<file path="src/rtl/mem_arb_pkg.sv">
// Shared types and constants for the two-port memory arbiter.
// Round-robin arbitration is selected with MEM_ARB_RR_EN (fixed priority otherwise).
package mem_arb_pkg;

    localparam int unsigned MEM_ADDR_W = 5;
    localparam int unsigned MEM_DATA_W = 8;

    typedef enum logic [1:0] {
        ST_IDLE  = 2'd0,
        ST_ISSUE = 2'd1,
        ST_RESP  = 2'd2
    } state_t;

    localparam logic PORT_FETCH = 1'b0;
    localparam logic PORT_DATA  = 1'b1;

endpackage

</file>
<file path="src/rtl/arb2_pick.sv">
// Combinational two-way request picker.
// MEM_ARB_RR_EN selects round-robin on ties; otherwise the data port always wins.
module arb2_pick
    import mem_arb_pkg::*;
(
    input  logic req0,
    input  logic req1,
`ifdef MEM_ARB_RR_EN
    input  logic rr_last,
`endif
    output logic winner_c,
    output logic any_req_c
);

    always_comb begin
        any_req_c = req0 | req1;
`ifdef MEM_ARB_RR_EN
        // On a tie, the port that did not win last time goes next
        if (req0 && req1) begin
            winner_c = (rr_last == PORT_DATA) ? PORT_FETCH : PORT_DATA;
        end else begin
            winner_c = req1 ? PORT_DATA : PORT_FETCH;
        end
`else
        winner_c = req1 ? PORT_DATA : PORT_FETCH;
`endif
    end

endmodule

</file>
<file path="src/rtl/mem_arbiter.sv">
// Fetch/data arbiter and sequencer for the single-port 32x8 memory: one access per 3 cycles.
// Define MEM_ARB_RR_EN for round-robin tie-breaking; default is fixed priority to the data port.
module mem_arbiter
    import mem_arb_pkg::*;
#(
    parameter int unsigned ADDR_W = MEM_ADDR_W,
    parameter int unsigned DATA_W = MEM_DATA_W
) (
    input  logic              clk,
    input  logic              rst_n,
    input  logic              req0,
    input  logic [ADDR_W-1:0] addr0,
    input  logic              we0,
    input  logic [DATA_W-1:0] wdata0,
    output logic              ack0,
    input  logic              req1,
    input  logic [ADDR_W-1:0] addr1,
    input  logic              we1,
    input  logic [DATA_W-1:0] wdata1,
    output logic              ack1,
    output logic [DATA_W-1:0] rdata,
    output logic              busy,
    output logic [ADDR_W-1:0] mem_addr,
    output logic [DATA_W-1:0] mem_wdata,
    output logic              mem_rd,
    output logic              mem_wr,
    input  logic [DATA_W-1:0] mem_rdata
);

    state_t              state, state_d;
    logic                cmd_id, cmd_id_d;
    logic                cmd_we, cmd_we_d;
    logic [ADDR_W-1:0]   cmd_addr, cmd_addr_d;
    logic [DATA_W-1:0]   cmd_wdata, cmd_wdata_d;
    logic                ack0_d, ack1_d, rd_d, wr_d, busy_d;
    logic                winner_c, any_req_c;
`ifdef MEM_ARB_RR_EN
    logic                rr_last, rr_last_d;
`endif

    arb2_pick u_pick (
        .req0      (req0),
        .req1      (req1),
`ifdef MEM_ARB_RR_EN
        .rr_last   (rr_last),
`endif
        .winner_c  (winner_c),
        .any_req_c (any_req_c)
    );

    // Next state, command capture and next values of the registered outputs
    always_comb begin
        state_d     = state;
        cmd_id_d    = cmd_id;
        cmd_we_d    = cmd_we;
        cmd_addr_d  = cmd_addr;
        cmd_wdata_d = cmd_wdata;
        ack0_d      = 1'b0;
        ack1_d      = 1'b0;
        rd_d        = 1'b0;
        wr_d        = 1'b0;
        busy_d      = 1'b0;
`ifdef MEM_ARB_RR_EN
        rr_last_d   = rr_last;
`endif
        case (state)
            ST_IDLE: begin
                if (any_req_c) begin
                    state_d     = ST_ISSUE;
                    cmd_id_d    = winner_c;
                    cmd_we_d    = (winner_c == PORT_DATA) ? we1    : we0;
                    cmd_addr_d  = (winner_c == PORT_DATA) ? addr1  : addr0;
                    cmd_wdata_d = (winner_c == PORT_DATA) ? wdata1 : wdata0;
                    rd_d        = !cmd_we_d;
                    wr_d        = cmd_we_d;
                    busy_d      = 1'b1;
`ifdef MEM_ARB_RR_EN
                    rr_last_d   = winner_c;
`endif
                end
            end
            ST_ISSUE: begin
                state_d = ST_RESP;
                busy_d  = 1'b1;
                ack0_d  = (cmd_id == PORT_FETCH);
                ack1_d  = (cmd_id == PORT_DATA);
            end
            ST_RESP: begin
                state_d = ST_IDLE;
            end
            default: begin
                state_d = ST_IDLE;
            end
        endcase
    end

    always_ff @(posedge clk or negedge rst_n) begin
        if (!rst_n) begin
            state     <= ST_IDLE;
            cmd_id    <= PORT_FETCH;
            cmd_we    <= 1'b0;
            cmd_addr  <= '0;
            cmd_wdata <= '0;
            ack0      <= 1'b0;
            ack1      <= 1'b0;
            mem_rd    <= 1'b0;
            mem_wr    <= 1'b0;
            busy      <= 1'b0;
`ifdef MEM_ARB_RR_EN
            rr_last   <= PORT_DATA;
`endif
        end else begin
            state     <= state_d;
            cmd_id    <= cmd_id_d;
            cmd_we    <= cmd_we_d;
            cmd_addr  <= cmd_addr_d;
            cmd_wdata <= cmd_wdata_d;
            ack0      <= ack0_d;
            ack1      <= ack1_d;
            mem_rd    <= rd_d;
            mem_wr    <= wr_d;
            busy      <= busy_d;
`ifdef MEM_ARB_RR_EN
            rr_last   <= rr_last_d;
`endif
        end
    end

    // The command registers drive the memory pins directly; rd/wr strobes qualify them
    assign mem_addr  = cmd_addr;
    assign mem_wdata = cmd_wdata;

    // Memory output is registered, so read data is passed straight through during the ack cycle
    assign rdata = ((ack0 || ack1) && !cmd_we) ? mem_rdata : '0;

endmodule

</file>
<file path="config.mk">
export PLATFORM = sky130hd
export DESIGN_NAME = mem_arbiter
export DESIGN_NICKNAME = d
export VERILOG_FILES = /design/src/rtl/mem_arb_pkg.sv /design/src/rtl/arb2_pick.sv /design/src/rtl/mem_arbiter.sv
export SDC_FILE = /design/constraint.sdc
export NUM_CORES = 1
export LEC_CHECK = 0
export ABC_AREA = 0
export CORE_MARGIN = 5
export CORE_UTILIZATION = 34
export CTS_BUF_LIST = sky130_fd_sc_hd__clkbuf_8
export DETAILED_ROUTE_END_ITERATION = 7
export PLACE_DENSITY = 0.76
export SYNTH_ARGS = -nofsm -noshare
export SYNTH_HDL_FRONTEND = slang
export SYNTH_SLANG_ARGS = --single-unit
</file>
<file path="constraint.sdc">
create_clock -name clk -period 1.3 [get_ports clk]
set_clock_uncertainty 0.05 [all_clocks]
set_input_delay 0.26 -clock clk [delete_from_list [all_inputs] [get_ports clk]]
set_output_delay 0.26 -clock clk [all_outputs]
set_load 0.005 [all_outputs]
</file>
After elaboration in Yosys (flattened, before gate mapping)
Index checks and enable logic that the tools add are counted.
{"block": "classes", "n_eq_ne": 2, "n_mux": 15, "n_bitwise": 2, "n_reduce_logical": 6}
{"operator": "8-bit two-way mux", "count": 2}
{"operator": "1-bit two-way mux", "count": 9}
{"operator": "5-bit two-way mux", "count": 1}
{"operator": "2-bit one-hot mux with 2 select lines", "count": 1}
{"operator": "2-bit by 1-bit == test with 1-bit output (second input constant)", "count": 1}
{"operator": "1-bit logical NOT", "count": 2}
{"operator": "2-bit logical NOT", "count": 1}
{"operator": "2-bit two-way mux", "count": 1}
{"operator": "2-bit inequality test (second input constant)", "count": 1}
{"operator": "1-bit one-hot mux with 2 select lines", "count": 1}
{"operator": "2-bit AND reduction", "count": 1}
{"operator": "1-bit logical AND", "count": 1}
{"operator": "1-bit logical OR", "count": 1}
{"operator": "1-bit NOT", "count": 1}
{"operator": "1-bit OR", "count": 1}
{"block": "word_totals", "regBits": 22, "input_bits": 40, "out_inout_bits": 26}

Depth between registers and ports, before layout
Gate-level depths: netlist of run 1.
{"block": "depth", "depth_word": 5, "depth_mapped": 5}

Modules after synthesis
From an unflattened synthesis of run 1, not the netlist that was laid out.
{"block": "hier_totals", "cells_unflattened": 75, "area_unflattened_um2": 1113.6}
{"mod": "mem_arbiter", "n_inst": 1, "cells_each": 73, "area_per_inst_um2": 1099.8, "seq_area_each_um2": 550.5}
{"mod": "arb2_pick", "n_inst": 1, "cells_each": 2, "area_per_inst_um2": 13.8, "seq_area_each_um2": 0.0}

Worst setup path before layout of run 1
OpenSTA, ideal clock, no wires.
{"block": "synth_timing", "path_kind": "register to register", "from": "reg state[1]", "to": "reg cmd_wdata[0] (netlist: mem_wdata[0])", "arrival_time_ns": 1.240, "slack_ns": -0.116, "path_stages_with_launch": 4, "path_buffers": 1, "cell_sequence": "dfrtp_1 > nor3_4 > buf_12 > mux2_4"}
{"block": "synth_between", "elab_chain_len": 2}
{"element": "from (decl)", "line": "mem_arbiter.sv:30", "rtl": "state_t state, state_d;"}
{"element": "from (signal assigned)", "line": "mem_arbiter.sv:113", "rtl": "state <= state_d;"}
{"element": "2-bit logical NOT", "line": "mem_arbiter.sv:66", "rtl": "case (state)"}
{"element": "2-bit AND reduction (no line)"}
{"element": "to (signal assigned)", "line": "mem_arbiter.sv:117", "rtl": "cmd_wdata <= cmd_wdata_d;"}
{"element": "to (decl)", "line": "mem_arbiter.sv:34", "rtl": "logic [DATA_W-1:0] cmd_wdata, cmd_wdata_d;"}
No other way between the ends.
A chain may end at the register's enable or synchronous reset.

Worst setup path in the final report of run 1
{"block": "layout_timing", "from": "reg ack1", "to": "out rdata[2]"}
{"block": "layout_between", "elab_chain_len": 3}
{"element": "from (decl)", "line": "mem_arbiter.sv:20", "rtl": "output logic ack1,"}
{"element": "from (signal assigned)", "line": "mem_arbiter.sv:119", "rtl": "ack1 <= ack1_d;"}
{"element": "1-bit logical OR", "line": "mem_arbiter.sv:134", "rtl": "assign rdata = ((ack0 || ack1) && !cmd_we) ? mem_rdata : '0;"}
{"element": "1-bit logical AND", "line": "mem_arbiter.sv:134"}
{"element": "8-bit two-way mux", "line": "mem_arbiter.sv:134"}
{"element": "to (decl)", "line": "mem_arbiter.sv:21", "rtl": "output logic [DATA_W-1:0] rdata,"}
No other way between the ends.

==> results of run 1 <==
## cell usage in the layout (no fill, tap or decap), drive strengths merged
master and instances:
a22o 1, buf 24, nor2 5, clkdlybuf4s50 37, inv 1, and2 10, clkbuf 5, nor3 2
nor4 1, nand2 1, mux2i 2, clkdlybuf4s15 1, mux2 26, dfrtp 22, dlygate4sd2 17, nor2b 2
## worst max-delay path: cells and delay by family, from the launching register on
family        cells  cell delay, ns
flops             1            0.39
simple gates      3            0.37
buf+inv           1            0.12
## logic make-up (layout without fill, tap and decap cells)
group	Yosys count	count (layout)	synth area share [%]
buffers and inverters	4	85	4.51
DFF	22	22	50.9
AOI/OAI and AO/OA	1	1	0.810
and+or+nand+nor	21	21	12.4
muxes	28	28	31.4
## state kept, by name, summed over array words and instances, names as in the netlist
register / flops
ack1: 1
cmd_id: 1
mem_wr: 1
mem_wdata: 8
cmd_we: 1
busy: 1
ack0: 1
mem_addr: 5
state: 2
mem_rd: 1
## worst paths after layout
kind | startpoint | slack, ns | end | cells after the start
max | ack1 | -0.14 | rdata[2] | 4
min | rst_n | 0.29 | mem_addr[0] | 2
max reg2reg | state[0] | -0.03 | mem_addr[2] | 3
min reg2reg | cmd_id | 0.40 | ack0 | 1
max in group asynchronous | rst_n | 0.70 | mem_rd | 2
min in group clk | cmd_id | 0.40 | ack0 | 1
## power groups by stage
stage          Clock, mW  Combinational (mW)  Sequential (mW)
6_report           0.402                1.77             1.21
5_1_grt            0.434                1.91             1.25
4_1_cts            0.411                1.74             1.20
3_5_place_dp           0                1.77             1.21
3_3_place_gp           0                1.73             1.20
2_1_floorplan          0               0.732             1.22
## timing repair
action,4_1_cts,5_1_grt
gates resized for setup,69,10
endpoints found under the hold margin,0,0
setup buffers,2,0
endpoints found under the setup margin,42,25
pin swaps,11,3
gates cloned,1,0
## through the flow
stage / hold slack (ns) / area [sq um] / total power [mW] / cells
after floorplan: -0.0856 / 1080 / 1.96 / 76
after global placement: 0.377 / 1850 / 2.93 / 196
after CTS: 0.299 / 1890 / 3.36 / 201
after detailed placement: 0.399 / 1850 / 2.98 / 196
after global routing: 0.328 / 1910 / 3.59 / 201
final: 0.293 / 1910 / 3.38 / 201
## routing by layer
metal / up-vias / global-route usage (%) / share of wire (%) / wire, microns
li1: 422 / - / - / -
met1: 432 / 14.6 / 37 / 1100
met2: 39 / 27.5 / 55 / 1640
met3: 6 / 1.87 / 6.0 / 180
met4: 0 / 7.61 / 2.4 / 72
met5: - / 0 / 0 / 0
## final cells by class
cell class,instances,share of cell area (%)
Timing Repair Buffer,81,38.5
Clock buffer,3,2.16
Multi-Input combinational cell,50,27.4
Tap cell,44,2.88
Sequential cell,22,28.8
Inverter,1,0.196
==> impl_metrics.tcl, run 1 <==
set metrics [dict create \
    maxClockFrequency_ghz 0.696 \
    pre_cts_ws_ns -0.538 \
    yosysTopAreaCellShare_pct 50.9 \
    initial_core_util_pct 35.4 \
    grt_max_degree 23 \
    hold_buffers 0 \
    violations "negative setup slack" \
    dieHeight_microns 66.4 \
    slew_violations 0 \
    synthMostInstantiatedCell "dfrtp_1" \
    endpoint_kind "primary output" \
    crit_fanout 8 \
    criticalPathCategory "register to primary output" \
    drtIter0Drc 3 \
    antenna_found_initial 0 \
    htree_levels 1 \
    syn_nets 116 \
    drive_gt1_share_pct 40.8 \
    vias_per_cell 4.47 \
    fin_crit_sh_pct 110 \
    grt_pass1_wl_mm 4.75 \
    grt_pass1_vias 1002 \
    ys_types 18 \
    p_per_area_nw_per_um2 1770 \
    start_kind "register" \
    grt_overflow 0 \
    slowest_stage "dfrtp_1" \
    route.vias.total 899 \
    fin_crit_ns 1.44 \
    ir_drop_uv 845 \
    first_pass_iters 2 \
    p_comb_share_pct 52.5 \
    synth_edf_count 0 \
    syn-cell-area_sq_um 1080 \
    avgRoutedWirePerCell_microns 14.9 \
    final-setup-viol-count 19 \
    drcViolationCount 0 \
    hold_path.class "input pin to async pin" \
    cellLeakagePower_nw 0.897 \
    crit_arrival_ns 1.13 \
    ios 66 \
    fp-row-count 20 \
    grt_usage_pct 14.3 \
    antenna_cells 0 \
    cts_tree "done" \
    numCtsBuffers 3 \
    synthCells 76 \
    critPathMaxStageDelay_ns 0.39 \
    cts_buffer_depth 2 \
    yosysWarnings 0 \
    synthTopCellsByArea "dfrtp_1, mux2_2, mux2_4, and2_1, buf_12" \
    place.gp.congestion 0.649 \
    ys_seq_elements 22 \
    coreArea_sq_um 3050 \
    fp.dieW_microns 66.4 \
    rsz0062_at_grt "yes" \
    multi_input_area_sq_um 524 \
    p_clk_share_pct 11.9 \
    worstPathRequired_ns 0.99 \
    cts_root_buf "clkbuf_8" \
    swShare_pct 29.5 \
    p_int_mw 2.38 \
    maxSlewHeadroom_pct 80.8 \
    clkSlewWorstSetupHoldPaths_ns 0.07 \
    finalHoldViolCount 0 \
    synth_largest_area_cell "dfrtp_1" \
    worst_pin_slew_ns 0.280 \
    seq_area_frac_synth_pct 50.9 \
    clkLatencyLatePin_ns 0.25 \
    status "finished with violations" \
    setup_tns_ns -1.28 \
    routed_wl_mm 2.99 \
    seq_area_sq_um 551 \
    dpl.hpwl_mm 2.38 \
    cap_violations 0 \
    syn_to_final_growth_pct 76.9 \
    async_reset_ff_share_pct 100 \
    synthTopCellsByCount "dfrtp_1, mux2_2, and2_1, mux2_4, nor2_1" \
    ant_nets 0 \
    syn_avg_cell_area_sq_um 14.2 \
    port_buffers 65 \
    clock-sinks 22 \
    path_cells "nor2_2 > nor2_4 > and2_1 > buf_2" \
    finalNetCount 199 \
    p_switching_mw 0.997 \
    dominantRegCellSynth "dfrtp_1" \
    p_seq_share_pct 35.6 \
    post-route-util_pct 62.6 \
    num-fill-cells 260 \
    setup_slack_ns -0.136 \
    die_area_sq_um 4410 \
]
No activity file was read; power rests on OpenSTA's default activity.
==> inputs of run 2 (changes only) <==
Settings changed: SLEW_MARGIN set to 15.
==> results of run 2 <==
The final DEF is identical to that of run 1; final timing and power are the same.
